<file path="src/rtl/clk_div_multi.sv">
// Multi-channel programmable clock divider: NUM_CH independent divided clocks and
// period-start ticks from clk_in, with glitch-free settings updates at period boundaries.
module clk_div_multi #(
  parameter int unsigned NUM_CH   = 4,
  parameter int unsigned CNT_W    = 27,
  parameter int unsigned DEF_DIV  = 100_000_000,
  parameter int unsigned DEF_HIGH = 50_000_000,
  localparam int unsigned CH_W    = (NUM_CH > 1) ? $clog2(NUM_CH) : 1
) (
  input  logic              clk_in,
  input  logic              rst,
  input  logic [NUM_CH-1:0] en,
  input  logic              wr_en,
  input  logic [CH_W-1:0]   wr_ch,
  input  logic [CNT_W-1:0]  wr_div,
  input  logic [CNT_W-1:0]  wr_high,
  output logic [NUM_CH-1:0] clk_out,
  output logic [NUM_CH-1:0] tick,
  output logic [NUM_CH-1:0] pend
);

  localparam int unsigned DEF_D = (DEF_DIV < 2) ? 2 : DEF_DIV;
  localparam int unsigned DEF_H = (DEF_HIGH > DEF_D) ? DEF_D : DEF_HIGH;

  for (genvar g = 0; g < NUM_CH; g++) begin : g_ch
    logic [CNT_W-1:0] cnt, d_q, h_q, d_p, h_p;
    logic [CNT_W-1:0] d_cl, d_use, h_use, nxt;
    logic             run, pend_q, clk_q, tick_q;
    logic             wr_hit, wrap, apply;

    // Settings applied on this edge already govern this edge's outputs,
    // so a wrap or a restart begins its period with the new values.
    always_comb begin
      wr_hit = wr_en && (wr_ch == CH_W'(g));
      wrap   = run && (cnt == d_q - CNT_W'(1));
      apply  = pend_q && (!run || !en[g] || wrap);
      d_cl   = (d_p < CNT_W'(2)) ? CNT_W'(2) : d_p;
      d_use  = apply ? d_cl : d_q;
      h_use  = apply ? ((h_p > d_cl) ? d_cl : h_p) : h_q;
      nxt    = wrap ? '0 : cnt + CNT_W'(1);
    end

    always_ff @(posedge clk_in or posedge rst) begin
      if (rst) begin
        cnt    <= '0;
        run    <= 1'b0;
        clk_q  <= 1'b0;
        tick_q <= 1'b0;
        pend_q <= 1'b0;
        d_q    <= CNT_W'(DEF_D);
        h_q    <= CNT_W'(DEF_H);
        d_p    <= '0;
        h_p    <= '0;
      end else begin
        if (apply) begin
          d_q <= d_use;
          h_q <= h_use;
        end
        // A write landing on an apply edge stays pending for the next boundary.
        if (wr_hit) begin
          d_p    <= wr_div;
          h_p    <= wr_high;
          pend_q <= 1'b1;
        end else if (apply) begin
          pend_q <= 1'b0;
        end
        if (!en[g]) begin
          run    <= 1'b0;
          cnt    <= '0;
          clk_q  <= 1'b0;
          tick_q <= 1'b0;
        end else if (!run) begin
          run    <= 1'b1;
          cnt    <= '0;
          tick_q <= 1'b1;
          clk_q  <= ((d_use - h_use) == '0);
        end else begin
          cnt    <= nxt;
          tick_q <= (nxt == '0);
          clk_q  <= (nxt >= (d_use - h_use));
        end
      end
    end

    assign clk_out[g] = clk_q;
    assign tick[g]    = tick_q;
    assign pend[g]    = pend_q;
  end

endmodule

</file>
<file path="config.mk">
export PLATFORM = sky130hd
export DESIGN_NAME = clk_div_multi
export DESIGN_NICKNAME = d
export VERILOG_FILES = /design/src/rtl/clk_div_multi.sv
export SDC_FILE = /design/constraint.sdc
export NUM_CORES = 2
export LEC_CHECK = 0
export ABC_AREA = 1
export BUFFER_PORTS_ARGS = -buffer_cell sky130_fd_sc_hd__buf_2
export CORE_MARGIN = 2
export CORE_UTILIZATION = 51
export CTS_CLUSTER_SIZE = 12
export DETAILED_ROUTE_END_ITERATION = 16
export PLACE_DENSITY = 0.63
export SLEW_MARGIN = 20
export SYNTH_ARGS = -nofsm -noshare
export SYNTH_HDL_FRONTEND = slang
export SYNTH_SLANG_ARGS = --single-unit
</file>
<file path="constraint.sdc">
create_clock -name clk_in -period 36.1 [get_ports clk_in]
set_clock_uncertainty 0.2 [all_clocks]
set_input_delay 5.415 -clock clk_in [delete_from_list [all_inputs] [get_ports clk_in]]
set_output_delay 5.415 -clock clk_in [all_outputs]
set_load 0.01 [all_outputs]
</file>
Word level (Yosys, flattened, before mapping)
Cells that the tools add are included.
{"block": "classes", "n_eq_ne": 7, "muxes": 56, "n_addsub": 12, "n_lt_le_gt_ge": 12, "n_reduce_logical": 41}
{"cell": "$mux W27", "n": 28}
{"cell": "$logic_not A27 Y1", "n": 8}
{"cell": "$add A27 B1 Y27 const B", "n": 4}
{"cell": "$eq A27 B27 Y1", "n": 4}
{"cell": "$ge A27 B27 Y1", "n": 4}
{"cell": "$gt A27 B27 Y1", "n": 4}
{"cell": "$lt A27 B2 Y1 const B", "n": 4}
{"cell": "$sub A27 B1 Y27 const B", "n": 4}
{"cell": "$sub A27 B27 Y27", "n": 4}
{"cell": "$mux W1", "n": 28}
{"cell": "$logic_and A1 B1 Y1", "n": 12}
{"cell": "$logic_not A1 Y1", "n": 8}
{"cell": "$logic_or A1 B1 Y1", "n": 8}
{"cell": "$reduce_bool A2 Y1", "n": 4}
{"cell": "$eq A2 B2 Y1 const B", "n": 2}
{"cell": "$eq A2 B1 Y1 const B", "n": 1}
{"cell": "$logic_not A2 Y1", "n": 1}
{"block": "word_totals", "in_bits": 63, "out_inout_bits": 12, "ff_bits": 556, "word_cells": 164}

Depth between registers and ports, before layout
{"block": "logic_depth", "ltp_word": 10, "mapped_depth": 50, "ltp_nobuf": 49}

Least setup slack after synthesis
Ideal clock, no wire load.
{"block": "synth_path", "path_type": "input -> register", "startpoint": "in en[3]", "endpoint": "reg g_ch[3].clk_q", "setup_ps": 125, "cell_stages": 38, "required_ps": 35775, "t_arrival_ps": 9236, "path_buffers": 1, "path_slack_ps": 26539, "cell_sequence": "nand2_1 > inv_1 > nand2_2 > nand2_2 > inv_2 > buf_2 > nor2_1 > a21oi_1 > ha_1 > inv_1 > fa_1 > nand3_1 > nand2_1 > nand2_1 > nand2_1 > a21oi_1 > o21ai_0 > a21oi_1 > [2 not listed] > nand2_1 > nand2_1 > nand2_1 > inv_1 > nand3_1 > nand2_1 > nand2_1 > nand2_1 > inv_1 > ha_1 > nand3_1 > inv_1 > nand2_1 > a31oi_1 > a311oi_1 > nand4_1 > nand2_1 > a21oi_1"}
{"block": "synth_via", "elab_chain_cells": 9, "word_cells_on_any_way": 11, "classes_between": "add/sub (1); order compare (1); mux (4); reduce/logical (5)"}
{"element": "start, declared", "line_no": "12", "source": "input logic [NUM_CH-1:0] en,"}
{"element": "$logic_not A1 Y1 (*)"}
{"element": "$logic_or A1 B1 Y1 (*) (2 in series)", "line_no": "36", "source": "apply = pend_q && (!run || !en[g] || wrap);"}
{"element": "$logic_and A1 B1 Y1 (*)", "line_no": "36"}
{"element": "$mux W27 (*)", "line_no": "39", "source": "h_use = apply ? ((h_p > d_cl) ? d_cl : h_p) : h_q;"}
{"element": "named net g_ch[3].h_use[0]", "line_no": "27", "source": "logic [CNT_W-1:0] d_cl, d_use, h_use, nxt;"}
{"element": "$sub A27 B27 Y27 (*)", "line_no": "76, 80"}
{"element": "$ge A27 B27 Y1 or $logic_not A27 Y1 (tied branches)", "line_no": "80, 76"}
{"element": "$mux W1 (*)", "line_no": "72", "source": "end else if (!run) begin"}
{"element": "$mux W1 (*)", "line_no": "67", "source": "if (!en[g]) begin"}
{"element": "end signal, assigned", "line_no": "76", "source": "clk_q <= ((d_use - h_use) == '0);"}
{"element": "end signal, assigned", "line_no": "80", "source": "clk_q <= (nxt >= (d_use - h_use));"}
{"element": "end, declared", "line_no": "28", "source": "logic run, pend_q, clk_q, tick_q;"}
The timed path passes the listed nets; every way through them passes the cells marked *.
A chain may end at the register's enable or synchronous reset.

Worst setup path after layout
{"block": "layout_path", "startpoint": "in en[2]", "endpoint": "reg g_ch[2].clk_q"}
{"block": "layout_via", "elab_chain_cells": 9, "word_cells_on_any_way": 11, "classes_between": "add/sub (1); order compare (1); mux (4); reduce/logical (5)"}
{"element": "$logic_not A1 Y1"}
{"element": "$logic_or A1 B1 Y1 (2 in series)", "line_no": "36"}
{"element": "$logic_and A1 B1 Y1", "line_no": "36"}
{"element": "$mux W27, on equally long branches", "line_no": "38, 39"}
{"element": "$sub A27 B27 Y27", "line_no": "76, 80"}
{"element": "$ge A27 B27 Y1 or $logic_not A27 Y1 (tied branches)", "line_no": "80, 76"}
{"element": "$mux W1", "line_no": "72"}
{"element": "$mux W1 (*)", "line_no": "67"}
{"element": "end signal, assigned", "line_no": "76"}
{"element": "end signal, assigned", "line_no": "80"}
{"element": "end, declared", "line_no": "28"}
Mark *: on every way between the ends. The rest lies on a longest branch, timed or not.

==> run metrics <==
Slew headroom=31.0%; complex-gate fraction of the synthesized area=14.5%; cells after synthesis=5830; Worst Hold Path Cells=1; root buffer cell=clkbuf_16; HPWL after DPL=101 mm; min-delay src=g_ch[3].run$_DFF_PP0_; Synth Area in Adders=10.1%; Critical Path Source Type=primary input; clk sinks=556; Hold Fails Final Rpt=0; synth top area cells=dfrtp_1, nand2_1, ha_1; most used cell, CP=nand2_1; clock latency at the later pin of the worst-skew pair=0.62 ns; Static Leak=22.7 nW; synthesized cell area=41400 sq um; Tightest Hold Check Type=reg -> reg; outcome=finished, final reports clean; Worst setup EP type=flip-flop; vias in the first global route=35500; initial antenna violation count=17; Req. time, crit path=36.38 ns; Power Total=3.14 mW; syn nets=6225; post-layout net count=6234; combinational family with the most area after synthesis=simple AND/OR/NAND/NOR gates; pre-CTS setup slack=24.70 ns; die width=289 microns; sequential cell area fraction in the yosys report=33.9%; worst slew pin tran=1.03 ns; peak supply drop=0.0448 mV; top cell type's share of synthesized area=27.8%; CTS tree=done; Unique masters post-synth=59; Setup TNS=0 ns; drt wl/cell=18.3 microns; drt via density=5.41; register bit total from synthesis=556; mux cell area share after synthesis=0%; DRT antenna net count=0; FF-to-FF Start=g_ch[3].d_p[22]$_DFFE_PP0P_; Ys Warns=0; Max Freq=92.3 MHz; period utilization=30.0%; die area=83500 sq um; clock buffer depth=3; initial DRC count=3023; slowest CP cell=clkinv_2; crit path time final=10.84 ns; layout cell share with drive strength beyond 1=7.13%; via count=37642; first-pass GRT wire length=198 mm; RR Endpoint=g_ch[3].clk_q$_DFF_PP0_; cells on worst reg2reg path=46; Starting Density=51.5%; Slew Limit Fails=0; Reg2Reg Setup Slack=27.87 ns; Final WS setup=25.26 ns; area grow syn2layout=8.26%; Resized cells post-CTS=0; Rows=104; WS Path Type=in -> reg; CP Max Fanout=82; Worst Hold End=g_ch[3].tick_q$_DFF_PP0_; Routed WL=127 mm; H-Tree Depth=3; Synth Area in XOR/XNOR=6.02%; TritonCTS Buffers=68; Max-Cap Viols=0; area leader, netlist=dfrtp_1; post-CTS setup buffers=0; Ports=75; unrepaired setup endpoints after global routing=false; pwr dens=70.0 nW/um^2; Final setup viols=0; CP peak stage delay=0.74 ns; commonest register cell after synthesis=dfrtp_1; most common cell in the synthesized netlist=nand2_1; Std-Cell Core Area=80400 sq um; Post-Synth Simple-Gate Area=26.1%; total grt overflow=0; Post-synth EDFFs=0; clock slew at reported path FFs=0.06 ns; routability cong.=0.963; Synth async-reset ratio=100%; DRC Markers=0; Synth top cells by count=nand2_1, inv_1, nor2_1, o21ai_0, dfrtp_1; crit path DAT=11.12 ns; # port buffers=74; hold slack=0.256 ns; die height=289 microns; first drt pass iteration count=8; pin count of the biggest net entering global routing=160; Mean Syn Cell Area=7.10 sq um; Hold Buf Count CTS=0; total track usage=30.5%
-- flip-flops by register name, summed over array words and instances, names as in the netlist --
name / cells
g_ch.cnt: 108
g_ch.d_p: 108
g_ch.h_p: 108
g_ch.clk_q: 4
g_ch.tick_q: 4
g_ch.run: 4
g_ch.d_q: 108
g_ch.pend_q: 4
g_ch.h_q: 108
-- cell families (layout without fill, tap and decap cells) --
logic type,Yosys count,count (layout)
compound gates,1099,1099
other cells,0,2
simple gates,2569,2569
flops,556,556
buf+inv,991,1054
xor+xnor,283,283
fa+ha+maj,332,332
-- layout make-up --
type	count	area (sq um)
Antenna cell	2	5.00
Clock buffer	105	2040
Clock inverter	19	213
Fill cell	8003	35600
Inverter	842	3170
Multi-Input combinational cell	4283	23500
Sequential cell	556	14000
Tap cell	1060	1330
Timing Repair Buffer	88	488
-- power breakdown --
group	switching (mW)	internal, mW
combinational	1.03	0.534
sequential	0.108	0.764
clock	0.286	0.413
-- per-layer routing --
layer	global-route usage (%)	part of all wire [%]	up-vias
met1	43.3	46	17421
met3	7.04	8.1	172
li1	-	-	18997
met2	46.8	43	1044
met4	7.60	2.1	8
met5	0	0.042	-
-- worst max path at each step --
stage / start / endpoint / slack (ns)
after floorplan: rst / g_ch[0].clk_q$_DFF_PP0_ / 15.10
after global placement: en[2] / g_ch[2].clk_q$_DFF_PP0_ / 24.85
after detailed placement: en[2] / g_ch[2].clk_q$_DFF_PP0_ / 24.70
after CTS: en[2] / g_ch[2].clk_q$_DFF_PP0_ / 25.33
after global routing: en[2] / g_ch[2].clk_q$_DFF_PP0_ / 24.60
final: en[2] / g_ch[2].clk_q$_DFF_PP0_ / 25.26
-- critical path: cells and delay by family --
kind / cells / cell delay (ns)
buf+inv: 5 / 1.21
fa+ha+maj: 2 / 0.63
compound gates: 8 / 1.77
simple gates: 15 / 2.06
-- placed cells by master, fill, tap and decap left out, types with 19 or more instances in the layout --
master,n
a21oi_1,265
a31oi_1,40
buf_2,74
clkbuf_1,19
clkbuf_16,70
dfrtp_1,460
dfstp_2,96
ha_1,328
inv_1,816
inv_2,20
nand2_1,1342
nand3_1,240
nand3b_1,20
nand4_1,106
nor2_1,656
nor2_2,21
nor3_1,78
nor4_1,37
o211ai_1,38
o21ai_0,546
o21ai_1,91
o21ai_2,35
xnor2_1,94
xor2_1,188
-- through the flow --
stage | utilization (%) | cell area (sq um) | cells
6_report | 55.7 | 44800 | 6955
5_1_grt | 55.7 | 44800 | 6953
4_1_cts | 55.7 | 44800 | 6953
3_5_place_dp | 52.9 | 42600 | 6829
3_3_place_gp | 52.9 | 42600 | 6829
2_1_floorplan | - | 41400 | 5830
No activity file was read; power rests on OpenSTA's default activity.
